==> config.mk <==
export PLATFORM = sky130hd
export DESIGN_NAME = frac_search_ctrl
export DESIGN_NICKNAME = d
export VERILOG_FILES = /design/src/rtl/frac_search_ctrl.sv
export SDC_FILE = /design/constraint.sdc
export NUM_CORES = 1
export LEC_CHECK = 0
export CORE_AREA = 10 10 129 131
export CTS_CLUSTER_DIAMETER = 30
export DETAILED_ROUTE_END_ITERATION = 12
export DIE_AREA = 0 0 139 141
export PLACE_DENSITY = 0.81
export SLEW_MARGIN = 20
export SYNTH_ARGS = -nofsm -noshare
export SYNTH_HDL_FRONTEND = slang
export SYNTH_SLANG_ARGS = --single-unit
==> constraint.sdc <==
create_clock -name clk -period 4.6 [get_ports clk]
set_input_delay 1.38 -clock clk [delete_from_list [all_inputs] [get_ports clk]]
set_output_delay 1.38 -clock clk [all_outputs]
set_load 0.005 [all_outputs]
==> src/rtl/frac_search_ctrl.sv <==
// Job sequencer for frac_search: reads the current and original 8x8 block rows,
// drives the row/skew protocol, and returns the captured result with the job tag.
module frac_search_ctrl #(
  parameter int ADDR_W   = 10,
  parameter int TAG_W    = 4,
  parameter int RSLT_LAT = 2
) (
  input  logic              clk,
  input  logic              reset,
  input  logic              req_valid,
  output logic              req_ready,
  input  logic [ADDR_W-1:0] req_base,
  input  logic [TAG_W-1:0]  req_tag,
  output logic              cur_rd_en,
  output logic [ADDR_W-1:0] cur_rd_addr,
  input  logic [63:0]       cur_rd_data,
  output logic              org_rd_en,
  output logic [ADDR_W-1:0] org_rd_addr,
  input  logic [63:0]       org_rd_data,
  output logic              fs_ready,
  output logic [63:0]       fs_cur_pix,
  output logic [47:0]       fs_org_pix,
  input  logic [11:0]       fs_sad,
  input  logic [2:0]        fs_mvx,
  input  logic [2:0]        fs_mvy,
  output logic              rsp_valid,
  input  logic              rsp_ready,
  output logic [11:0]       rsp_sad,
  output logic [2:0]        rsp_mvx,
  output logic [2:0]        rsp_mvy,
  output logic [TAG_W-1:0]  rsp_tag,
  output logic              busy,
  output logic [15:0]       blk_cnt
);

  // state | meaning
  // IDLE  | waiting for a request; req_ready high
  // PRIME | first current-row read issued
  // FEED  | 8 rows streamed to frac_search, k = row index
  // WAIT  | result latency countdown, capture on terminal count
  // HOLD  | result presented until rsp handshake
  // GAP   | one idle cycle so frac_search drops back to its idle state
  localparam logic [2:0] S_IDLE  = 3'd0;
  localparam logic [2:0] S_PRIME = 3'd1;
  localparam logic [2:0] S_FEED  = 3'd2;
  localparam logic [2:0] S_WAIT  = 3'd3;
  localparam logic [2:0] S_HOLD  = 3'd4;
  localparam logic [2:0] S_GAP   = 3'd5;

  localparam int WC_W = (RSLT_LAT > 2) ? $clog2(RSLT_LAT) : 1;

  logic [2:0]        state, state_nx;
  logic [2:0]        k, k_nx;
  logic [WC_W-1:0]   wcnt, wcnt_nx;
  logic [ADDR_W-1:0] base_q, base_nx;
  logic [TAG_W-1:0]  tag_q, tag_nx;
  logic              rsp_valid_nx, capture, done;
  logic              feed_nx, cur_en_d, org_en_d;
  logic [ADDR_W-1:0] cur_addr_d, org_addr_d;
  logic              unused_org;

  assign fs_cur_pix = cur_rd_data;
  assign fs_org_pix = org_rd_data[55:8];
  assign unused_org = ^{org_rd_data[63:56], org_rd_data[7:0]};

  always_comb begin
    state_nx     = state;
    k_nx         = k;
    wcnt_nx      = wcnt;
    base_nx      = base_q;
    tag_nx       = tag_q;
    rsp_valid_nx = rsp_valid;
    capture      = 1'b0;
    done         = 1'b0;
    case (state)
      S_IDLE: begin
        if (req_valid && req_ready) begin
          state_nx = S_PRIME;
          base_nx  = req_base;
          tag_nx   = req_tag;
        end
      end
      S_PRIME: begin
        state_nx = S_FEED;
        k_nx     = 3'd0;
      end
      S_FEED: begin
        k_nx = k + 3'd1;
        if (k == 3'd7) begin
          state_nx = S_WAIT;
          wcnt_nx  = WC_W'(RSLT_LAT - 1);
        end
      end
      S_WAIT: begin
        if (wcnt == '0) begin
          state_nx     = S_HOLD;
          capture      = 1'b1;
          rsp_valid_nx = 1'b1;
        end else begin
          wcnt_nx = wcnt - WC_W'(1);
        end
      end
      S_HOLD: begin
        if (rsp_valid && rsp_ready) begin
          state_nx     = S_GAP;
          rsp_valid_nx = 1'b0;
          done         = 1'b1;
        end
      end
      S_GAP:   state_nx = S_IDLE;
      default: state_nx = S_IDLE;
    endcase
  end

  // Memory strobes are registered from the next state so they line up with
  // the cycle they belong to: cur row k+1 is fetched while row k is on the bus.
  always_comb begin
    feed_nx    = (state_nx == S_FEED);
    cur_en_d   = (state_nx == S_PRIME) || (feed_nx && (k_nx != 3'd7));
    org_en_d   = feed_nx && (k_nx != 3'd0) && (k_nx != 3'd7);
    cur_addr_d = '0;
    org_addr_d = '0;
    if (state_nx == S_PRIME)
      cur_addr_d = base_nx;
    else if (cur_en_d)
      cur_addr_d = base_nx + ADDR_W'(k_nx) + ADDR_W'(1);
    if (org_en_d)
      org_addr_d = base_nx + ADDR_W'(k_nx);
  end

  always_ff @(posedge clk or negedge reset) begin
    if (!reset) begin
      state       <= S_IDLE;
      k           <= '0;
      wcnt        <= '0;
      base_q      <= '0;
      tag_q       <= '0;
      req_ready   <= 1'b0;
      busy        <= 1'b0;
      cur_rd_en   <= 1'b0;
      cur_rd_addr <= '0;
      org_rd_en   <= 1'b0;
      org_rd_addr <= '0;
      fs_ready    <= 1'b0;
      rsp_valid   <= 1'b0;
      rsp_sad     <= '0;
      rsp_mvx     <= '0;
      rsp_mvy     <= '0;
      rsp_tag     <= '0;
      blk_cnt     <= '0;
    end else begin
      state       <= state_nx;
      k           <= k_nx;
      wcnt        <= wcnt_nx;
      base_q      <= base_nx;
      tag_q       <= tag_nx;
      req_ready   <= (state_nx == S_IDLE) && !rsp_valid_nx;
      busy        <= (state_nx != S_IDLE);
      cur_rd_en   <= cur_en_d;
      cur_rd_addr <= cur_addr_d;
      org_rd_en   <= org_en_d;
      org_rd_addr <= org_addr_d;
      fs_ready    <= feed_nx;
      rsp_valid   <= rsp_valid_nx;
      if (capture) begin
        rsp_sad <= fs_sad;
        rsp_mvx <= fs_mvx;
        rsp_mvy <= fs_mvy;
        rsp_tag <= tag_q;
      end
      if (done)
        blk_cnt <= blk_cnt + 16'd1;
    end
  end

endmodule

Word level (Yosys, flattened, before mapping). Index checks and enable logic that the tools add are counted.

Magnitude comparators: 0. Mux-type cells: 21. Equality and inequality tests: 9. Multiply operators: 0. Shift-type cells: 0. Reduce and logical (&&, ||, !) cells: 15. Divide/modulo/power cells: 0. Add/subtract/negate cells: 5. Bitwise gates (word level): 0.

Operators by type and width (number): 10-bit two-way mux (5); 16-bit by 1-bit adder with 16-bit output, second input constant (1); 3-bit case mux with 5 select lines (1); 3-bit two-way mux (4); 10-bit by 1-bit adder with 10-bit output, second input constant (1); 10-bit by 3-bit adder with 10-bit output (1); 3-bit by 2-bit equality test with 1-bit output, second input constant (3); 1-bit two-way mux (8); 3-bit by 1-bit equality test with 1-bit output, second input constant (2); 3-bit equality test, second input constant (2); 1-bit logical AND (6); 3-bit logical NOT (2); 3-bit case mux with 2 select lines (1); 3-bit nonzero test (2); 1-bit case mux with 2 select lines (2); 2-bit AND reduction (2); 3-bit by 1-bit adder with 3-bit output, second input constant (1); 3-bit inequality test, second input constant (1); 2-bit inequality test, second input constant (1); 2-bit nonzero test (1); 1-bit logical NOT (1); 1-bit logical OR (1); 1-bit subtractor, second input constant (1).

Output and inout port bits: 176. RAM bits: 0. Memories: 0. Bits of input ports: 164. ROM bits: 0. Latch bits: 0. Bits in registers: 85. Word-level logic and storage cells: 68.

Longest topological paths before layout.
Depth in word-level cells: 8. Gate-level depth with buffers: 18. Mapped depth without buffers: 15.

Worst setup path before layout. No wires, ideal clock.

Path type: in2reg. Start: input port req_valid. End: register cur_rd_addr[9]. Path buffers: 3. Required time: 4.470 ns. Setup slack: 0.117 ns. Library setup time: 0.130 ns. Arrival: 4.353 ns. Stages: 17. Cell sequence: and4bb_1 -> buf_6 -> nand2_2 -> buf_6 -> clkbuf_1 -> nand2_1 -> nand2_1 -> ha_1 -> inv_1 -> fa_1 -> and2b_4 -> o21ai_0 -> xor2_1 -> o41ai_4 -> o221ai_1 -> xnor2_1 -> o21ai_1.

Elaborated cells on any way between the ends: 13. Classes of those cells: add/sub (2); eq/ne (2); mux (6); reduce/logical (3).

RTL lines: start, declared (RTL line 10) `input logic req_valid,`; 1-bit logical AND (RTL line 77) `if (req_valid && req_ready) begin`; 10-bit two-way mux (RTL line 77); 10-bit two-way mux (RTL line 75) `case (state)`; net base_nx[0] (RTL line 55) `logic [ADDR_W-1:0] base_q, base_nx;`; 10-bit by 3-bit adder with 10-bit output (RTL line 126) `cur_addr_d = base_nx + ADDR_W'(k_nx) + ADDR_W'(1);`; 10-bit by 1-bit adder with 10-bit output (RTL line 126); 10-bit two-way mux (RTL line 125) `else if (cur_en_d)`; 10-bit two-way mux (RTL line 123) `if (state_nx == S_PRIME)`; net cur_addr_d[9] (RTL line 59) `logic [ADDR_W-1:0] cur_addr_d, org_addr_d;`; end signal, assigned (RTL line 160) `cur_rd_addr <= cur_addr_d;`; end, declared (RTL line 15) `output logic [ADDR_W-1:0] cur_rd_addr,`.

The timed path passes the listed nets, and every way through them passes these cells. A chain may end at the register's enable or synchronous reset.

Worst setup path after layout. Ends and elaborated chain as after synthesis.

==> metrics.txt <==
outcome finished clean; Synth area leader dfrtp_1; CTS tree done; syn avg cell area 10.00 µm²; Synth Net Count 670; DRT iter0 DRCs 162; Main synth FF type dfrtp_1; Area after DPL 5390 µm²; crit end category flip-flop; Seq/Total Area, Yosys 42.70%; first-pass GRT wire length 20.59 mm; synth warn 0; total track usage 12.98%; DIE AREA 19600 µm²; layout cells sized above 1 15.40%; most area-consuming cells after synthesis dfrtp_1, buf_4, mux2_2, xnor2_1, nand2_1; Adder-Cell Fraction of Synth Area 2.160%; Post-CTS Hold Buffers 0; Worst Path Max Fanout 4; Rows 44; P_leak 2.533 nW; multiplexer area fraction after synthesis 6.305%; nets 667; largest family of logic cells by synthesized area buffers and inverters; Detail Placement HPWL 9.802 mm; Period minus WS final 4.246 ns; Vias/cell 5.006; EDFF count, synth 0; Die Ht 141 µm; total power 4.120 mW; asr flop ratio synth 100.0%; power per cell area 722.5 nW/µm²; mapped cell area 4981 µm²; unrepaired setup endpoints after global routing false; setup violators final 0; clock-pin slew on the worst setup and hold paths 0.06 ns; fmax 235.5 MHz; Max-Slew Margin vs Limit 46.33%; final period utilization 92.30%; critical path launch point type input port; IO Count 340; root buffer cell clkbuf_16; GP Congestion 0.8407; critical path type input port to flip-flop; CP Data Required Time 4.82 ns; final wirelength 12.91 mm; TritonCTS buffer count 9; count of cell types in the netlist 61; Max Cap Violations 0; Post-Layout Cell Count 684; placed insts 668; Synth top area share 42.70%; setup bufs post-CTS 0; maximum level of the CTS H-tree 3; global route overflow 0; Die Wd 139 µm; vias in the first global route 3688; CTS max path bufs 2; ANT cells 0; Worst Hold Class flip-flop to flip-flop; Layout Skew 0.007741 ns; Critical Path AT 4.47 ns; area grow syn2layout 14.49%; Initial Util 35.07%; Worst VDD drop 0.2655 mV; Synth Register Bits 85; vias post-DR 3424; PortBufs 99; final instance area 5703 µm²; core area 14200 µm²; Synth Area in XOR/XNOR 6.129%; drt drc 0; fin. max-slew vios 0; actual slew at the worst max-slew pin 0.8051 ns; setup_tns 0 ns; Compound-Gate Fraction of Synth Area 10.02%; Mapped Cells 498; First-pass DRT Iterations 4; clock latency on the worst-skew pair 0.34 ns; simple-gate share of the synthesized area 11.88%; post_cts resized 0; Final Hold Vio Count 0; Routed wire per std cell 18.87 µm; largest net degree at the start of global routing 64; clock sink total 85; Final ANT Viol Nets 0; initial antenna violation count 0
-- placed cells by master, fill, tap and decap left out, types with 13 or more instances in the layout --
cell             count
inv_1               21
nand2_1             45
xnor2_1             24
buf_4               20
mux2_2              23
nand3_1             13
nor2_1              30
a21oi_1             14
dfrtp_1             85
clkdlybuf4s50_1     98
-- metal layers --
layer,up-vias,track usage (%),share of wire [%]
met4,0,8.567,4.5
met2,180,20.96,48
met5,-,0,0
met1,1615,13.79,37
li1,1562,-,-
met3,67,5.274,9.9
-- sequential cells by signal, summed over array words and instances (netlist names), 3 cells and up --
| name | cells |
|---|---|
| tag_q | 4 |
| rsp_mvx | 3 |
| k | 3 |
| org_rd_addr | 10 |
| rsp_tag | 4 |
| blk_cnt | 16 |
| base_q | 10 |
| rsp_sad | 12 |
| state | 3 |
| rsp_mvy | 3 |
| cur_rd_addr | 10 |
-- worst max-delay path: stages --
cell and delay, ns:
clkdlybuf4s50_1 0.48, nand4bb_1 0.14, nor2_2 0.18, nand2_1 0.09, nand2_1 0.08, ha_1 0.17
inv_1 0.06, fa_1 0.37, and2b_4 0.28, o21ai_0 0.10, xor2_1 0.20, o41ai_4 0.45
o221ai_1 0.22, xnor2_1 0.18, o21ai_1 0.07
-- area by class of cell --
class | count | area (µm²)
tap | 184 | 230.2
clock buffer | 13 | 270.3
inverter | 21 | 78.83
multi-input combinational | 260 | 1823
fill | 1326 | 8501
timing repair buffer | 118 | 1131
sequential | 85 | 2127
clock inverter | 3 | 42.54
-- worst paths after layout --
path                            depth (start not counted)                       end                     from  slack (ns)
worst max-delay path                                   15  cur_rd_addr[9]$_DFF_PN0_                req_valid        0.35
worst min-delay path                                    1   blk_cnt[15]$_DFFE_PN0P_  blk_cnt[15]$_DFFE_PN0P_        0.47
worst max register to register                         15  cur_rd_addr[9]$_DFF_PN0_       state[2]$_DFF_PN0_        0.89
worst min register to register                          1   blk_cnt[15]$_DFFE_PN0P_  blk_cnt[15]$_DFFE_PN0P_        0.47
max in group asynchronous                               2    rsp_mvy[1]$_DFFE_PN0P_                    reset        2.67
min in group asynchronous                               1    blk_cnt[3]$_DFFE_PN0P_                    reset        1.12
-- cells by family (layout without fill, tap and decap cells) --
logic type                 Yosys count  in the layout
xor gates and xnor gates            34             34
muxes                               27             27
DFF                                 85             85
and+or+nand+nor                    122            122
buffers and inverters              153            155
AOI/OAI and AO/OA                   69             69
adders and majority gates            8              8
-- stage by stage --
step           hold slack [ns]  worst slack [ns]  util (%)
2_1_floorplan           0.4401            0.1166         -
3_3_place_gp            0.4545          0.004988     37.95
3_5_place_dp            0.4647          -0.01267     37.95
4_1_cts                 0.4776            0.3477     40.15
5_1_grt                 0.5018           0.05064     40.15
6_report                0.4727            0.3541     40.15
-- Yosys cell counts, drive strengths merged (5+ instances only) --
library cell and n:
buf 122, dfrtp 85, nand2 46, nor2 31
mux2 26, xnor2 24, inv 21, a21oi 16
o21ai 16, nand3 13, clkbuf 10, nor3 10
xor2 10, ha 7, a211oi 6, o22ai 6
nand4 5
-- power breakdown --
part / internal, mW / total [mW] / leakage, nW / switching, mW
Sequential: 1.02 / 1.22 / 1.10 / 0.204
Clock: 0.464 / 0.755 / 0.152 / 0.291
Combinational: 1.03 / 2.14 / 1.28 / 1.11
Total: 2.52 / 4.12 / 2.53 / 1.60
(Power assumes the default switching activity.)
